**config.mk**
```make
export PLATFORM = sky130hd
export DESIGN_NAME = cla_seq_adder_flat
export DESIGN_NICKNAME = d
export VERILOG_FILES = /design/src/rtl/cla_seq_adder_if.sv /design/src/rtl/cla_seq_adder.sv /design/src/flat_wrapper.sv
export SDC_FILE = /design/constraint.sdc
export NUM_CORES = 1
export LEC_CHECK = 0
export BUFFER_PORTS_ARGS = -buffer_cell sky130_fd_sc_hd__buf_2
export CAP_MARGIN = 15
export CORE_AREA = 2 2 147 149
export CTS_CLUSTER_DIAMETER = 100
export DETAILED_ROUTE_END_ITERATION = 6
export DIE_AREA = 0 0 149 151
export GPL_TIMING_DRIVEN = 0
export PLACE_DENSITY = 0.76
export SLEW_MARGIN = 20
export SYNTH_ARGS = -nofsm -noshare
export SYNTH_HDL_FRONTEND = slang
export SYNTH_SLANG_ARGS = --single-unit
```
**constraint.sdc**
```tcl
create_clock -name clk -period 1.9 [get_ports clk]
set_input_delay 0 -clock clk [delete_from_list [all_inputs] [get_ports clk]]
set_output_delay 0 -clock clk [all_outputs]
set_load 0.02 [all_outputs]
```
**src/rtl/cla_seq_adder_if.sv**
```systemverilog
// Request, external-slice and result signals of the sequential CLA adder.
// The adder itself connects through the slave modport; its environment uses master.
interface cla_seq_adder_if #(
  parameter int WIDTH = 64,
  parameter int SLICE = 16
);
  logic             in_valid;
  logic             in_ready;
  logic             in_sub;
  logic [WIDTH-1:0] in_a;
  logic [WIDTH-1:0] in_b;

  logic [SLICE-1:0] slice_a;
  logic [SLICE-1:0] slice_b;
  logic             slice_cin;
  logic [SLICE-1:0] slice_sum;
  logic             slice_cout;

  logic             out_valid;
  logic             out_ready;
  logic [WIDTH-1:0] out_sum;
  logic             out_cout;
  logic             out_ovf;
  logic             busy;

  modport slave (
    input  in_valid, in_sub, in_a, in_b, slice_sum, slice_cout, out_ready,
    output in_ready, slice_a, slice_b, slice_cin,
           out_valid, out_sum, out_cout, out_ovf, busy
  );

  modport master (
    output in_valid, in_sub, in_a, in_b, slice_sum, slice_cout, out_ready,
    input  in_ready, slice_a, slice_b, slice_cin,
           out_valid, out_sum, out_cout, out_ovf, busy
  );
endinterface

```
**src/rtl/cla_seq_adder.sv**
```systemverilog
// Multi-cycle WIDTH-bit add/subtract that walks one external SLICE-bit CLA
// from the least- to the most-significant chunk, rippling carry through a register.
module cla_seq_adder #(
  parameter int WIDTH = 64,
  parameter int SLICE = 16
) (
  input logic             clk,
  input logic             rst,
  cla_seq_adder_if.slave  bus
);

  localparam int N  = WIDTH / SLICE;
  localparam int KW = $clog2(N);
  localparam logic [KW-1:0] KLAST = KW'(N - 1);

  if ((WIDTH % SLICE) != 0 || N < 2) begin : g_bad_params
    $error("cla_seq_adder: WIDTH must be a multiple of SLICE with at least two chunks");
  end

  typedef enum logic [1:0] {IDLE, RUN, DONE} state_e;

  state_e           state_q, state_d;
  logic [WIDTH-1:0] a_q, a_d;
  logic [WIDTH-1:0] b_q, b_d;
  logic             sub_q, sub_d;
  logic [KW-1:0]    k_q, k_d;
  logic [WIDTH-1:0] sum_q, sum_d;
  logic             carry_q, carry_d;

  always_ff @(posedge clk) begin
    if (rst) begin
      state_q <= IDLE;
    end else begin
      state_q <= state_d;
    end
  end

  always_comb begin
    state_d = state_q;
    case (state_q)
      IDLE:    if (bus.in_valid)  state_d = RUN;
      RUN:     if (k_q == KLAST)  state_d = DONE;
      DONE:    if (bus.out_ready) state_d = IDLE;
      default: state_d = IDLE;
    endcase
  end

  // Subtraction is folded in at accept time: B is stored inverted and the
  // extra +1 enters as the carry-in of chunk 0.
  always_comb begin
    a_d     = a_q;
    b_d     = b_q;
    sub_d   = sub_q;
    k_d     = k_q;
    sum_d   = sum_q;
    carry_d = carry_q;
    case (state_q)
      IDLE: begin
        if (bus.in_valid) begin
          a_d     = bus.in_a;
          b_d     = bus.in_sub ? ~bus.in_b : bus.in_b;
          sub_d   = bus.in_sub;
          k_d     = '0;
          sum_d   = '0;
          carry_d = 1'b0;
        end
      end
      RUN: begin
        sum_d[k_q*SLICE +: SLICE] = bus.slice_sum;
        carry_d = bus.slice_cout;
        if (k_q != KLAST) k_d = k_q + KW'(1);
      end
      default: ;
    endcase
  end

  always_ff @(posedge clk) begin
    if (rst) begin
      a_q     <= '0;
      b_q     <= '0;
      sub_q   <= 1'b0;
      k_q     <= '0;
      sum_q   <= '0;
      carry_q <= 1'b0;
    end else begin
      a_q     <= a_d;
      b_q     <= b_d;
      sub_q   <= sub_d;
      k_q     <= k_d;
      sum_q   <= sum_d;
      carry_q <= carry_d;
    end
  end

  // Result outputs are gated to DONE so they read zero whenever no result is offered.
  always_comb begin
    bus.in_ready  = 1'b0;
    bus.busy      = 1'b0;
    bus.slice_a   = '0;
    bus.slice_b   = '0;
    bus.slice_cin = 1'b0;
    bus.out_valid = 1'b0;
    bus.out_sum   = '0;
    bus.out_cout  = 1'b0;
    bus.out_ovf   = 1'b0;
    case (state_q)
      IDLE: bus.in_ready = 1'b1;
      RUN: begin
        bus.busy      = 1'b1;
        bus.slice_a   = a_q[k_q*SLICE +: SLICE];
        bus.slice_b   = b_q[k_q*SLICE +: SLICE];
        bus.slice_cin = (k_q == '0) ? sub_q : carry_q;
      end
      DONE: begin
        bus.busy      = 1'b1;
        bus.out_valid = 1'b1;
        bus.out_sum   = sum_q;
        bus.out_cout  = carry_q;
        bus.out_ovf   = (a_q[WIDTH-1] == b_q[WIDTH-1]) && (sum_q[WIDTH-1] != a_q[WIDTH-1]);
      end
      default: ;
    endcase
  end

endmodule

```
**src/flat_wrapper.sv**
```systemverilog
// flat-port wrapper written by rule: the top's interface ports become plain ports
module cla_seq_adder_flat 
#(
  parameter int WIDTH = 64,
  parameter int SLICE = 16
)
  (clk, rst, bus_in_valid, bus_in_sub, bus_in_a, bus_in_b, bus_slice_sum, bus_slice_cout, bus_out_ready, bus_in_ready, bus_slice_a, bus_slice_b, bus_slice_cin, bus_out_valid, bus_out_sum, bus_out_cout, bus_out_ovf, bus_busy);
  cla_seq_adder_if #(.WIDTH(WIDTH), .SLICE(SLICE)) bus_i ();
  input logic clk;
  input logic rst;
  input wire logic [$bits(bus_i.in_valid)-1:0] bus_in_valid;
  input wire logic [$bits(bus_i.in_sub)-1:0] bus_in_sub;
  input wire logic [$bits(bus_i.in_a)-1:0] bus_in_a;
  input wire logic [$bits(bus_i.in_b)-1:0] bus_in_b;
  input wire logic [$bits(bus_i.slice_sum)-1:0] bus_slice_sum;
  input wire logic [$bits(bus_i.slice_cout)-1:0] bus_slice_cout;
  input wire logic [$bits(bus_i.out_ready)-1:0] bus_out_ready;
  output wire logic [$bits(bus_i.in_ready)-1:0] bus_in_ready;
  output wire logic [$bits(bus_i.slice_a)-1:0] bus_slice_a;
  output wire logic [$bits(bus_i.slice_b)-1:0] bus_slice_b;
  output wire logic [$bits(bus_i.slice_cin)-1:0] bus_slice_cin;
  output wire logic [$bits(bus_i.out_valid)-1:0] bus_out_valid;
  output wire logic [$bits(bus_i.out_sum)-1:0] bus_out_sum;
  output wire logic [$bits(bus_i.out_cout)-1:0] bus_out_cout;
  output wire logic [$bits(bus_i.out_ovf)-1:0] bus_out_ovf;
  output wire logic [$bits(bus_i.busy)-1:0] bus_busy;
  assign bus_i.in_valid = bus_in_valid;
  assign bus_i.in_sub = bus_in_sub;
  assign bus_i.in_a = bus_in_a;
  assign bus_i.in_b = bus_in_b;
  assign bus_i.slice_sum = bus_slice_sum;
  assign bus_i.slice_cout = bus_slice_cout;
  assign bus_i.out_ready = bus_out_ready;
  assign bus_in_ready = bus_i.in_ready;
  assign bus_slice_a = bus_i.slice_a;
  assign bus_slice_b = bus_i.slice_b;
  assign bus_slice_cin = bus_i.slice_cin;
  assign bus_out_valid = bus_i.out_valid;
  assign bus_out_sum = bus_i.out_sum;
  assign bus_out_cout = bus_i.out_cout;
  assign bus_out_ovf = bus_i.out_ovf;
  assign bus_busy = bus_i.busy;
  cla_seq_adder #(.WIDTH(WIDTH), .SLICE(SLICE)) u_core (.clk(clk), .rst(rst), .bus(bus_i));
endmodule
```
# After elaboration in Yosys (flattened, before gate mapping)
# Index checks and enable logic that the tools add are counted.
[classes]
add_sub_neg = 2
eq_ne = 10
shifts = 4
n_mux = 23
bitwise = 1
reduce_logical = 9
[op_table]
columns = ["operator", "count"]
rows = [
  ["2-to-1 mux 64 bit", 3],
  ["case mux 64 bit (2 select lines)", 1],
  ["indexed part select 64 x 7 -> 16 bit", 2],
  ["bitwise mux 64 bit", 1],
  ["inverter 64 bit", 1],
  ["variable shift 16 x 34 -> 64 bit, first input constant", 1],
  ["indexed part select 16 x 34 -> 64 bit", 1],
  ["negation 6 -> 34 bit", 1],
  ["2-to-1 mux 16 bit", 2],
  ["2-to-1 mux 2 bit", 5],
  ["2-to-1 mux 1 bit", 8],
  ["inequality test 2 bit, second input constant", 3],
  ["case mux 2 bit (3 select lines)", 1],
  ["AND reduction 3 bit", 2],
  ["== test 2 bit, second input constant", 2],
  ["logical NOT 2 bit", 2],
  ["inequality test 2 x 1 -> 1 bit, second input constant", 2],
  ["case mux 2 bit (2 select lines)", 1],
  ["AND reduction 2 bit", 2],
  ["adder 2 x 1 -> 2 bit, second input constant", 1],
  ["== test 2 x 1 -> 1 bit, second input constant", 1],
  ["case mux 1 bit (2 select lines)", 1],
  ["nonzero test 2 bit", 1],
  ["OR reduction 2 bit", 1],
  ["other kinds (3)", 3],
]
[totals]
ff_bits = 198
input_bits = 150
out_inout_bits = 102
wordCells = 56

# Logic depth before layout (Yosys ltp)
[depth]
ltp_word = 4
ltp_mapped = 9
mapped_depth_nobuf = 5

# Worst setup path after synthesis
# OpenSTA, ideal clock, no wires.
[synth_timing]
path_kind = "reg-to-reg"
startpoint = "reg u_core.k_q[1]"
endpoint = "reg u_core.sum_q[1]"
setup_ns = 0.070
arrival_time_ns = 1.973
required_ns = 1.830
slack_ns = -0.143
stages_incl_launch_ff = 10
path_buffers = 4
synth_period_minus_slack_ns = 2.043
cell_sequence = "dfxtp_1 > buf_2 > buf_2 > inv_1 > ha_1 > and4bb_2 > clkbuf_2 > buf_4 > nand4_1 > a21oi_1"
[synth_via]
elab_chain_cells = 4
word_cells_on_any_way = 5
classes_between = "add/sub: 1; shift: 2; mux: 2"
[synth_lines]
columns = ["item", "line_no", "rtl"]
rows = [
  ["start, declared", "cla_seq_adder.sv:26", "logic [KW-1:0] k_q, k_d;"],
  ["start signal, assigned", "cla_seq_adder.sv:89", "k_q <= k_d;"],
  ["negation 6 -> 34 bit *", "cla_seq_adder.sv:69", "sum_d[k_q*SLICE +: SLICE] = bus.slice_sum;"],
  ["indexed part select 16 x 34 -> 64 bit or variable shift 16 x 34 -> 64 bit (tied branches)", "cla_seq_adder.sv:69", ""],
  ["bitwise mux 64 bit *", "cla_seq_adder.sv:69", ""],
  ["case mux 64 bit (2 select lines) *", "cla_seq_adder.sv:57", "case (state_q)"],
  ["end signal, assigned", "cla_seq_adder.sv:90", "sum_q <= sum_d;"],
  ["end, declared", "cla_seq_adder.sv:27", "logic [WIDTH-1:0] sum_q, sum_d;"],
]
# Mark *: on every way between the ends. The rest lies on a longest branch, timed or not.
# A chain may end at the register's enable or synchronous reset.

# Worst setup path after layout
[layout_timing]
startpoint = "reg u_core.k_q[0]"
endpoint = "out bus_slice_a[7]"
[layout_via]
elab_chain_cells = 2
[layout_lines]
columns = ["item", "line_no", "rtl"]
rows = [
  ["indexed part select 64 x 7 -> 16 bit", "cla_seq_adder.sv:110", "bus.slice_a = a_q[k_q*SLICE +: SLICE];"],
  ["2-to-1 mux 16 bit", "cla_seq_adder.sv:106", "case (state_q)"],
  ["end, declared", "flat_wrapper.sv:19", "output wire logic [$bits(bus_i.slice_a)-1:0] bus_slice_a;"],
]
# No other way between the ends.

==> metrics <==
status=finished, violations left; failing checks=setup timing; clk buf depth=2; slowest cell on the critical path=mux4_2; largest net degree at the start of global routing=20; Setup Skew=roughly 15 ps; worst vdd ir=approximately 600 uV; async set-reset flop share out of synthesis=0; Met1 Routed Length=roughly 14000 um; CP Max Fanout=5; Slew Viols, Final=0; Post-Route WL=37400 um; synth top area cells=dfxtp_1 39%, a21oi_1 6.5%, and2_1 6.1%, mux4_2 5.8%, xnor2_1 5.6%; post-route cell area=14700 um2; hold path depth=3; first-pass GRT wire length=54200 um; Worst Path Required=approximately 1900 ps; IO Port Bufs=roughly 250; largest area contributor in the netlist=dfxtp_1; final setup vio count=35; Synth top area share=0.395; Reg clk slew, reported paths=~80 ps; Post-DP HPWL=about 23000 um; CTS buffer count=17; cell count after synthesis=approximately 1100; DRC viols=0; Die W=around 150 um; Antenna Nets Post-Route=0; setup tns final=-1780 ps; startpoint types=flop; Tot GR Track Use=0.312; Crit path arrival time=2000 ps; crit end category=output port; grt ovf=0; post-synth cell types=43; syn nets=between 1000 and 1500; NumNets Final=between 1500 and 2000; total number of vias=about 11000; worst rel slew slack=0.470; slowest cell delay on critical path=~520 ps; worst skew pair latency=450 ps; Worst-Margin Slew=a little under 800 ps; vias in the first global route=slightly above 10000; Hold Crit Class=primary input to flop; final non-filler cell total=1873; pre-CTS WS=-340 ps; initial antenna violation count=3; top routing layer in use=met4; Starting Density=0.482; register area share after synthesis=0.395; #FFs+latches synth=between 150 and 200; worst-path cell chain=buf_12 -> buf_12 -> buf_12 -> mux4_2 -> and2_4 -> buf_6; fin crit share=1.05; EDFF count, synth=0; predominant post-synthesis flop cell=dfxtp_1; placed inst area=roughly 12000 um2; CTS tree=built; RSZ-0062 raised after global routing=yes; met3 WL=between 2000 and 3000 um; clock root buffer=clkbuf_16; Final min period=around 2000 ps; most frequent cell after synthesis=dfxtp_1; DRT iter0 DRCs=just under 900; Clock Sinks=198; maximum achievable frequency=around 500 MHz; full die area=22500 um2; Final GP Congestion=0.869; Die Y=approximately 150 um; syn avg cell area=8.84 um2; P_leak=slightly above 6 nW; DR WL met2=around 19000 um; Synth top cells by count=198 x dfxtp_1, 134 x nand2_1, 131 x a21oi_1, 98 x and2_1, 67 x nor2_1; reg2reg path depth=8; drt wl/cell=approximately 20 um; H-tree levels=4; Final Hold Viols=0; layout cells sized above 1=0.318; most frequent CP cell=buf_12; core outline area=20800 um2; max-capacitance violation count=0; synth warn=0; Crit Path Class=flop to output port; DR pass1 iterations=6; P&R area growth vs syn=46.8%; vias per std cell=approximately 5.7; Mapped Area=between 10000 and 15000 um2; PwrDens=about 710 nW/um2; Inst Count DP=~1700; post-route setup slack=-97.7 ps; num rows=53; IO Count=252
## where the power goes
part | total, mW | internal, mW | switching (mW) | leakage [nW]
logic | 2.21 | 1.08 | 1.13 | 4.25
registers | 4.53 | 4.38 | 0.146 | 1.62
clock network | 3.74 | 1.92 | 1.82 | 0.295
## critical path, delay by kind of cell, from the launching register on
family / cells / cell delay, ps
buffers and inverters: 4 / 500
DFF: 1 / 360
muxes: 1 / 520
and+or+nand+nor: 1 / 170
## metal layers
metal	up-vias	track usage
met3	158	0.0491
met5	-	0
li1	4867	-
met1	5030	0.368
met4	0	0.166
met2	648	0.547
## sequential cells by signal (all words and copies together), names as in the netlist
register,cells
u_core.a_q,64
u_core.b_q,64
u_core.sum_q,64
u_core.k_q,2
u_core.state_q,2
u_core.carry_q,1
u_core.sub_q,1
## kinds of logic after synthesis
family / count (synthesis) / share of synthesized area
buf+inv: 128 / 0.0762
simple gates: 435 / 0.231
xor+xnor: 64 / 0.0558
fa+ha+maj: 9 / 0.0112
mux: 35 / 0.0771
flops: 198 / 0.395
compound gates: 267 / 0.153
## final cells by class
type                    count  area (um2)
repair buffers            432        3340
clock inverters            14         164
plain buffers             117         917
fillers                  1472        6080
diodes                      3        7.51
inverters                   6        30.0
multi-input cells         810        5530
clock buffers              18         439
well taps                 275         344
flip-flops and latches    198        3970
## final timing paths
path,from,to,slack (ps)
setup / recovery,u_core.k_q[0],bus_slice_a[7],-100
hold / removal,bus_in_sub,u_core.b_q[5],70
setup reg to reg,u_core.k_q[1],u_core.sum_q[4],-10
hold reg to reg,u_core.a_q[51],u_core.a_q[51],460
## metrics by stage
step	power, mW	utilization	hold slack (ps)
floorplan	5.65	-	136
global placement	6.18	0.559	242
detailed placement	6.22	0.559	247
CTS	10.2	0.681	51.2
global route	10.8	0.708	82.6
finish	10.5	0.708	73.5
## repair_timing
action,4_1_cts,5_1_grt
endpoints found under the setup margin,168,229
setup buffers,15,13
hold endpoints to repair,149,0
hold buffers,152,0
pin swaps,13,56
gates cloned,1,5
gates resized for setup,103,153
## layout by cell type (no fill, tap or decap), drive strengths merged, types with 2 or more instances in the layout
cell,count
diode,3
mux4,32
buf,345
dlygate4sd3,152
dfxtp,198
and2,98
clkinvlp,3
and2b,4
nand4,66
clkinv,5
mux2i,2
or2b,2
o21ai,64
nand2,134
xnor2,64
a211oi,64
and3,16
nand2b,6
ha,9
inv,11
a21oi,131
nand3b,3
clkbuf,70
and3b,34
nor2,67
No activity file was read; power rests on OpenSTA's default activity.
